File: src/rtl/fpu_pkg.sv
// fpu_pkg: shared definitions for the FPU format converters.
//   EXP_BIAS, IEEE-754 single field widths/positions, integer saturation
//   limits, the float-fields struct and the operand class used between
//   pipeline stages of the converters.
package fpu_pkg;

  localparam int EXP_BIAS = 127;
  localparam int EXP_W    = 8;
  localparam int FRAC_W   = 23;
  localparam int MANT_W   = FRAC_W + 1;
  localparam int SIGN_POS = 31;
  localparam int EXP_LSB  = FRAC_W;

  localparam logic [EXP_W-1:0] EXP_SPECIAL = '1;

  localparam logic [31:0] INT_MAX     = 32'h7FFF_FFFF;
  localparam logic [31:0] INT_MIN     = 32'h8000_0000;
  // -2^31 as a float: the one e=31 value that still fits an int32.
  localparam logic [31:0] FLT_INT_MIN = 32'hCF00_0000;

  typedef struct packed {
    logic              sign;
    logic [EXP_W-1:0]  exp;
    logic [FRAC_W-1:0] frac;
  } float_t;

  typedef enum logic [2:0] {
    CLS_ZERO,     // |x| < 0.5 by exponent alone (incl. zero/denormal)
    CLS_FINITE,   // e in -1..30, goes through shift and round
    CLS_SAT,      // e >= 31 or Inf: saturate by sign, overflow flagged
    CLS_NAN,      // NaN: positive saturation, overflow flagged
    CLS_INT_MIN   // exactly -2^31: representable, no overflow
  } cls_e;

endpackage

File: src/rtl/fpu_rne.sv
// fpu_rne: round-to-nearest, ties-to-even increment decision.
//   lsb    - ulp bit of the truncated result
//   guard  - first bit below the ulp (the half bit)
//   round  - second bit below the ulp
//   sticky - OR of all remaining lower bits
//   inc    - add one ulp to the truncated magnitude
module fpu_rne (
  input  logic lsb,
  input  logic guard,
  input  logic round,
  input  logic sticky,
  output logic inc
);

  // Above half rounds up; exactly half rounds up only when lsb is odd.
  assign inc = guard & (round | sticky | lsb);

endmodule

File: src/rtl/ftoi_pipe.sv
// ftoi_pipe: IEEE-754 single to signed 32-bit integer, RNE, saturating.
//   clk       - rising-edge clock
//   rstn      - asynchronous active-low reset
//   in_valid  - in_data holds an operand
//   in_ready  - operand accepted this cycle (global advance)
//   in_data   - {sign, exp[7:0], frac[22:0]}
//   out_valid - out_data/out_ovf hold a result
//   out_ready - consumer takes the result this cycle
//   out_data  - two's-complement integer result
//   out_ovf   - result saturated (out of range, Inf or NaN)
// Three register stages: classify -> barrel shift -> round/negate/saturate.
module ftoi_pipe
  import fpu_pkg::*;
(
  input  logic        clk,
  input  logic        rstn,
  input  logic        in_valid,
  output logic        in_ready,
  input  logic [31:0] in_data,
  output logic        out_valid,
  input  logic        out_ready,
  output logic [31:0] out_data,
  output logic        out_ovf
);

  logic advance;
  assign advance  = !out_valid || out_ready;
  assign in_ready = advance;

  function automatic logic [32:0] sat_result(input cls_e cls, input logic sign,
                                             input logic [31:0] mag);
    logic signed [31:0] smag;
    logic signed [31:0] res;
    smag = signed'(mag);
    res  = sign ? -smag : smag;
    case (cls)
      CLS_ZERO:    return {1'b0, 32'h0};
      CLS_FINITE:  return {1'b0, res};
      CLS_INT_MIN: return {1'b0, INT_MIN};
      CLS_NAN:     return {1'b1, INT_MAX};
      default:     return {1'b1, sign ? INT_MIN : INT_MAX};
    endcase
  endfunction

  // ---- S1: unpack, classify, shift amount ----
  float_t      f_in;
  cls_e        cls_s1;
  logic [4:0]  shamt_s1;

  assign f_in = float_t'(in_data);

  always_comb begin
    cls_s1   = CLS_FINITE;
    // Left-shift distance that places the value's 0.5 bit at the guard position.
    shamt_s1 = 5'(f_in.exp - 8'(EXP_BIAS - 1));
    if (f_in.exp == EXP_SPECIAL)
      cls_s1 = (f_in.frac != '0) ? CLS_NAN : CLS_SAT;
    else if (in_data == FLT_INT_MIN)
      cls_s1 = CLS_INT_MIN;
    else if (f_in.exp >= 8'(EXP_BIAS + 31))
      cls_s1 = CLS_SAT;
    else if (f_in.exp < 8'(EXP_BIAS - 1))
      cls_s1 = CLS_ZERO;
  end

  logic              vld_p0;
  logic              sign_p0;
  cls_e              cls_p0;
  logic [MANT_W-1:0] mant_p0;
  logic [4:0]        shamt_p0;

  always_ff @(posedge clk or negedge rstn) begin
    if (!rstn)        vld_p0 <= 1'b0;
    else if (advance) vld_p0 <= in_valid;
  end

  always_ff @(posedge clk) begin
    if (advance) begin
      sign_p0  <= f_in.sign;
      cls_p0   <= cls_s1;
      mant_p0  <= {1'b1, f_in.frac};
      shamt_p0 <= shamt_s1;
    end
  end

  // ---- S2: barrel shift into integer part, guard, round, sticky ----
  // Window = 32 integer bits above 26 fraction bits; with shift 0 (e=-1)
  // the hidden bit lands on the guard (0.5) position.
  logic [57:0] win_s2;
  assign win_s2 = {32'b0, mant_p0, 2'b0} << shamt_p0;

  logic        vld_p1;
  logic        sign_p1;
  cls_e        cls_p1;
  logic [31:0] int_p1;
  logic        guard_p1;
  logic        round_p1;
  logic        sticky_p1;

  always_ff @(posedge clk or negedge rstn) begin
    if (!rstn)        vld_p1 <= 1'b0;
    else if (advance) vld_p1 <= vld_p0;
  end

  always_ff @(posedge clk) begin
    if (advance) begin
      sign_p1   <= sign_p0;
      cls_p1    <= cls_p0;
      int_p1    <= win_s2[57:26];
      guard_p1  <= win_s2[25];
      round_p1  <= win_s2[24];
      sticky_p1 <= |win_s2[23:0];
    end
  end

  // ---- S3: round magnitude, negate, saturate into output registers ----
  logic        rnd_inc;
  logic [31:0] mag_s3;
  logic [31:0] res_s3;
  logic        ovf_s3;

  fpu_rne u_rne (
    .lsb    (int_p1[0]),
    .guard  (guard_p1),
    .round  (round_p1),
    .sticky (sticky_p1),
    .inc    (rnd_inc)
  );

  // Magnitude is below 2^31 for every e<=30 input, so the carry cannot overflow.
  assign mag_s3           = int_p1 + {31'b0, rnd_inc};
  assign {ovf_s3, res_s3} = sat_result(cls_p1, sign_p1, mag_s3);

  always_ff @(posedge clk or negedge rstn) begin
    if (!rstn) begin
      out_valid <= 1'b0;
      out_data  <= '0;
      out_ovf   <= 1'b0;
    end else if (advance) begin
      out_valid <= vld_p1;
      if (vld_p1) begin
        out_data <= res_s3;
        out_ovf  <= ovf_s3;
      end
    end
  end

endmodule
File: config.mk
export PLATFORM = sky130hd
export DESIGN_NAME = ftoi_pipe
export DESIGN_NICKNAME = d
export VERILOG_FILES = /design/src/rtl/fpu_pkg.sv /design/src/rtl/fpu_rne.sv /design/src/rtl/ftoi_pipe.sv
export SDC_FILE = /design/constraint.sdc
export NUM_CORES = 1
export LEC_CHECK = 0
export ABC_AREA = 1
export CAP_MARGIN = 10
export CORE_ASPECT_RATIO = 1.25
export CORE_UTILIZATION = 53
export CTS_BUF_LIST = sky130_fd_sc_hd__clkbuf_4 sky130_fd_sc_hd__clkbuf_8 sky130_fd_sc_hd__clkbuf_16
export CTS_CLUSTER_DIAMETER = 200
export CTS_CLUSTER_SIZE = 25
export DETAILED_ROUTE_END_ITERATION = 10
export PLACE_DENSITY = 0.75
export SLEW_MARGIN = 25
export SYNTH_ARGS = -nofsm -noshare
export SYNTH_HDL_FRONTEND = slang
export SYNTH_SLANG_ARGS = --single-unit
File: constraint.sdc
create_clock -name clk -period 9.4 [get_ports clk]
set_clock_uncertainty 0.1 [all_clocks]
set_input_delay 2.82 -clock clk [delete_from_list [all_inputs] [get_ports clk]]
set_output_delay 2.82 -clock clk [all_outputs]
set_load 0.01 [all_outputs]
==> impl_results.md <==
* CTS clk-pin slew, worst paths at 0.07 ns
* DR WL/cell at 13.6 um
* Via count at 7003
* Hold_sp: sign_p0$_DFFE_PN_
* Hold path endpoint: sign_p1$_DFFE_PN_
* NumNets Final at 1174
* Mean Syn Cell Area at 6.85 um^2
* Pint at 0.00126 W
* RSZ-0062 raised after global routing: false
* Synth cell count leaders: 386 x nand2_1, 124 x nor2_1, 107 x o21ai_0
* Post-synth top area cell: edfxtp_1
* Top-area cell type share of the netlist area at 28.1%
* Part of the power in combinational logic at 46.7%
* Mapped Cells at 1090
* Sw Ratio at 43.0%
* Total track usage at 25.8%
* Max cap viols at 0
* Async set-reset flop share out of synthesis at 34.0%
* R2r setup slk at 5.94 ns
* Worst VDD drop at 0.169 mV
* Sequential Power Share at 36.6%
* Antenna Nets Post-Route at 0
* Die area at 14600 um^2
* Startpoint Class: primary input
* Largest cells by area after synthesis: edfxtp_1 28%, nand2_1 19%, dfrtp_1 12%
* Register area share after synthesis at 40.2%
* Placer congestion estimate at 0.942
* Initial antenna violation count at 0
* DR vias/cell at 5.33
* Register Area at 3000 um^2
* Reg2reg end: sticky_p1$_DFFE_PN_
* Setup CP Type: primary input to output pin
* Netlist cell types at 41
* Ys Warns at 0
* Worst-Margin Slew at 0.868 ns
* Post-layout min period at 6.94 ns
* Initial DRC Count at 304
* Clk Latency, worst-skew pair at 0.36 ns
* Critical path capture point type: output pin
* Total Wirelength at 17900 um
* FF-to-FF path depth at 9
* Multi-input gate area at 3960 um^2
* Static Leak at 3.75 nW
* WHS Path Cells at 0
* I/O pins at 71
* Die H at 135 um
* Post-CTS Resized at 0
* Most common cell in the netlist: nand2_1
* HPWL Detailed at 14300 um
* Layout Cells excl Fill at 1315
* Post-CTS Hold Fix Bufs at 0
* Largest net degree at the start of global routing at 75
* Root buffer cell: clkbuf_16
* Total grt overflow at 0
* Synthesis-to-finish area growth at 14.5%
* Cell Pwr Density at 258 nW/um^2
* Tot Pwr at 0.00221 W
* EDFF count, synth at 70
* Die width at 108 um
* Net switching power at 0.000949 W
* H-tree depth at 3
* Postcts setup bufs at 0
* Crit path arrival time at 4.02 ns
* Primary FF master, synth: edfxtp_1
* Maximum clock rate at 144 MHz
* FILL cells at 1320
* #FFs+latches synth at 106
* Port bufs at 70
* Inst Count DP at 1299
* Antenna diodes at 0
* Slew headroom at 42.2%
* Syn Nets at 1129
* CORE AREA at 13800 um^2
* RR Startpoint: shamt_p0[0]$_DFFE_PN_
* Clk sinks at 106
* Post-Synthesis Cell Area at 7470 um^2
* Slew Viols, Final at 0
* Share of cells above drive strength 1 at 5.35%
* Vias in the first global route at 6487
* DRC at 0
* Setup Viol. Count Final at 0
* Setup TNS at 0 ns
* Req. time, crit path at 6.48 ns
* Status: completed
* First-pass GRT wire length at 29400 um
* Initial Utilization at 54.1%
* TritonCTS clock tree: done
* First drt pass iteration count at 5
* Worst Path Max Fanout at 3
* Min-Delay Path Class: flip-flop to flip-flop
* Cts bufs inserted at 9
* Final Hold Viols at 0
* Crit share post-route at 73.8%
* Clock Path Buffers at 2
* Clk pwr share at 16.7%
* Number of core rows at 48
critical path: stages:
cell,delay (ns)
clkdlybuf4s50_1,0.40
nor2_1,0.22
inv_2,0.09
clkdlybuf4s50_1,0.48
flip-flops by register name, summed over array words and instances, names as in the netlist, 3 cells and up:
name and count:
cls_p0 3, shamt_p0 5, out_data 32, int_p1 31, cls_p1 3, mant_p0 23
cell type report:
type	count	area share (%)
clock inverters	7	0.732
well taps	175	2.56
clock buffers	9	2.63
inverters	94	4.13
repair buffers	74	8.54
multi-input cells	850	46.3
flip-flops and latches	106	35.1
logic make-up after synthesis:
| kind of cell | count (synthesis) | synth area share (%) |
|---|---|---|
| adders and majority gates | 3 | 0.502 |
| muxes | 13 | 1.74 |
| and+or+nand+nor | 665 | 38.2 |
| DFF | 106 | 40.2 |
| AOI/OAI and AO/OA | 158 | 11.3 |
| buffers and inverters | 134 | 6.85 |
| xor gates and xnor gates | 11 | 1.29 |
placed cells by master, fill, tap and decap left out, types with 2 or more instances in the layout:
master and instances:
inv_8 3, clkinv_1 3, o211ai_1 2, nand2_2 9, dfrtp_1 36, clkinvlp_4 2, o21ai_1 5, nand2_1 386
clkdlybuf4s50_1 70, and2_1 2, edfxtp_1 70, nand3b_1 8, ha_1 3, nand2_4 3, inv_1 88, nand3_1 76
inv_2 3, o31ai_1 2, nor3_1 13, o21a_1 3, clkbuf_16 9, nor2_4 5, a21oi_1 25, nor2_2 10
xor2_1 8, mux2i_1 13, a211oi_1 2, nor4_1 8, xnor2_1 3, or2_2 4, nand4_1 15, o21ai_2 3
buf_4 4, nor2_1 123, a31oi_1 6, o21ai_0 107
worst max path at each step:
stage / start / end / slack [ns] / depth (start not counted)
global route: out_ready / in_ready / 2.41 / 4
global placement: out_ready / in_ready / 2.46 / 4
CTS: out_ready / in_ready / 2.46 / 4
detailed placement: out_ready / in_ready / 2.47 / 4
floorplan: out_ready / in_ready / 2.14 / 2
finish: out_ready / in_ready / 2.46 / 4
layer usage:
| metal | part of all wire, % | vias up | wire, um | track usage [%] |
|---|---|---|---|---|
| li1 | - | 3668 | - | - |
| met1 | 39 | 3141 | 7020 | 26.9 |
| met2 | 54 | 142 | 9640 | 49.3 |
| met3 | 2.5 | 52 | 453 | 3.67 |
| met4 | 4.4 | 0 | 780 | 13.3 |
| met5 | 0 | - | 0 | 0 |
power groups by stage:
stage | Combinational (W) | Clock (W) | Sequential, W
floorplan | 0.000682 | 0 | 0.000814
global placement | 0.00101 | 0 | 0.000815
detailed placement | 0.00102 | 0 | 0.000819
CTS | 0.00103 | 0.000376 | 0.000809
global route | 0.00116 | 0.000392 | 0.000834
finish | 0.00103 | 0.000368 | 0.000809
stage by stage:
step | hold slack, ns | cell area [um^2] | util (%) | setup slack (ns)
2_1_floorplan | 0.300 | 7470 | - | 2.14
3_3_place_gp | 0.301 | 8260 | 59.8 | 2.46
3_5_place_dp | 0.306 | 8260 | 59.8 | 2.47
4_1_cts | 0.325 | 8550 | 61.9 | 2.46
5_1_grt | 0.332 | 8550 | 61.9 | 2.41
6_report | 0.324 | 8550 | 61.9 | 2.46
Note: power is estimated with default switching activity, not from simulation.
==> variant, RTL diff (config.mk and constraints unchanged) <==
The package constant `EXP_W` goes from 8 to 12.
--- a/src/rtl/fpu_pkg.sv
+++ b/src/rtl/fpu_pkg.sv
@@ -5,7 +5,7 @@
 package fpu_pkg;
 
   localparam int EXP_BIAS = 127;
-  localparam int EXP_W    = 8;
+  localparam int EXP_W    = 12;
   localparam int FRAC_W   = 23;
   localparam int MANT_W   = FRAC_W + 1;
   localparam int SIGN_POS = 31;
Behaviour: not the same (a bounded check fails within 4 cycles, from zero or initial values and one cycle with rstn low).
==> variant against the unedited design <==
Core utilization is 2.0 points higher; routed wire length down 18%; total power decreased by 14%; worst hold slack got worse by 3.6 ps; combinational power is 29% lower; area after synthesis fell by 17%; sequential cell count down 2; setup slack worse by 140 ps; register-to-register slack better by 830 ps; design area down 16%; final cell count decreased by 27%; largest cell class is now flip-flops and latches.
==> variant: results (changes against the unedited design) <==
Warning count from the yosys run: 0 (unchanged)
Count of nets after finishing: 862 (-27%)
HPWL reported at the end of detailed placement: 11.30 mm (-21%)
Fraction of the yosys area taken by sequential cells: 47.62% (+7.4 points)
Cell area reported after detailed placement: 6884 um^2 (-17%)
Global-route wire length before repair: 23.81 mm (-19%)
Syn avg cell area: 7.984 um^2 (+16%)
Slew @ Worst Pin: 940.9 ps (+73.21 ps)
Max Root-Sink Buffers: 2 (unchanged)
Static Leak: 3.007 nW (-20%)
Post-CTS Setup Repair Bufs: 0 (unchanged)
CP peak stage delay: 490 ps
Initial antenna violation count: 0 (unchanged)
Ratio of routed vias to standard cells: 5.751 (+8.0%)
Worst-case vdd ir drop: 0.00009807 V (-42%)
Count of placed standard cells including taps: 948 (-27%)
Number of library cell types mapped by synthesis: 48 (+17%)
Clock buffer count from CTS: 9 (unchanged)
Total detailed-routing wirelength: 14.67 mm (-18%)
Number of max-slew violations in the final report: 0 (unchanged)
GRT Total Usage: 25.36% (-0.48 points)
Maximum number of pins on one net before global-route repair: 73 (-2.7%)
Commonest register cell after synthesis: sky130_fd_sc_hd__edfxtp_1
Number of gates given a new drive strength after cts: 0 (unchanged)
Result of the run: finished clean
Endpoint arrival time on the critical path: 4160 ps (+140 ps)
Fraction of final layout cells sized beyond drive strength 1: 7.720% (+2.4 points)
Vias after detailed routing: 5544 (-21%)
Critical path's slowest cell: sky130_fd_sc_hd__clkdlybuf4s50_1
Via count of the first global-routing pass: 5024 (-23%)
Global placer's final weighted congestion: 0.9144 (-3.0%)
Dominant cells by area after synthesis: sky130_fd_sc_hd__edfxtp_1, sky130_fd_sc_hd__dfrtp_1, sky130_fd_sc_hd__nand3_1
First-iteration detailed-routing DRC count: 293 (-3.6%)
Clk Latency, worst-skew pair: 350 ps
Clock transition at the registers of the reported paths: 70 ps (about the same)
Leading cell types by count after synthesis: sky130_fd_sc_hd__nand2_1, sky130_fd_sc_hd__nand3_1, sky130_fd_sc_hd__edfxtp_1
Post-synth net total: 812 (-28%)
Post-synthesis async set-or-reset flop share: 34.62% (+0.65 points)
Number of synthesized flops with an enable pin: 68 (-2.9%)
variant: changes by cell type in the layout (fill, tap and decap cells not counted), sizes merged, moves of 13 or more:
cell	unedited run	this run
mux2i	13	0
nand3	78	158
nor2	139	76
o21ai	115	47
a21oi	26	13
nand2	398	213
inv	94	52
variant: final timing paths:
| path | from | end | slack (ps) | depth (start not counted) |
|---|---|---|---|---|
| setup / recovery | out_ready | in_ready | 2320 | 4 |
| hold / removal | cls_p0[1] | cls_p1[1] | 320 | 0 |
| setup reg to reg | out_valid | out_data[27] | 6770 | 8 |
| hold reg to reg | cls_p0[1] | cls_p1[1] | 320 | 0 |
| max in group asynchronous | rstn | out_data[26] | 6240 | 1 |
| min in group asynchronous | rstn | out_data[5] | 2450 | 1 |
variant: cells by family after synthesis:
family | Yosys count | synth area share (%)
AOI/OAI and AO/OA | 90 | 8.727
xor gates and xnor gates | 2 | 0.2835
adders and majority gates | 2 | 0.4049
buffers and inverters | 87 | 6.337
DFF | 104 | 47.62
and+or+nand+nor | 489 | 36.63
variant: layout make-up:
cell class / instances / area (um^2)
fillers: 1011 / 4063
flip-flops and latches: 104 / 2943
multi-input cells: 583 / 2845
repair buffers: 74 / 725.7
clock buffers: 11 / 264.0
inverters: 52 / 201.4
well taps: 135 / 168.9
clock inverters: 5 / 33.78
variant: where the power goes:
part / total (mW) / leakage [nW] / switching [mW] / internal [mW]
logic: 0.727 / 1.73 / 0.427 / 0.299
clock network: 0.375 / 0.152 / 0.171 / 0.204
registers: 0.786 / 1.13 / 0.112 / 0.674
total: 1.89 / 3.01 / 0.710 / 1.18
variant: through the flow:
step	hold WS, ps	setup WS, ps	utilization (%)
finish	320.0	2318	63.87
global route	329.0	2218	63.87
CTS	320.5	2230	63.87
detailed placement	304.5	2235	61.22
global placement	305.4	2259	61.22
floorplan	300.3	2179	-
variant: worst max-delay path, delay by kind of cell:
family | cells | cell delay (ps)
buf+inv | 3 | 1000
simple gates | 1 | 340
variant: metal layers:
| metal | part of all wire, % | GRT usage, % | vias to the layer above | wire length (um) |
|---|---|---|---|---|
| met3 | 3.5 | 3.246 | 39 | 516 |
| met1 | 39 | 27.25 | 2556 | 5766 |
| met4 | 4.9 | 15.58 | 0 | 723 |
| met2 | 52 | 47.45 | 178 | 7667 |
| li1 | - | - | 2771 | - |
| met5 | 0 | 0 | - | 0 |
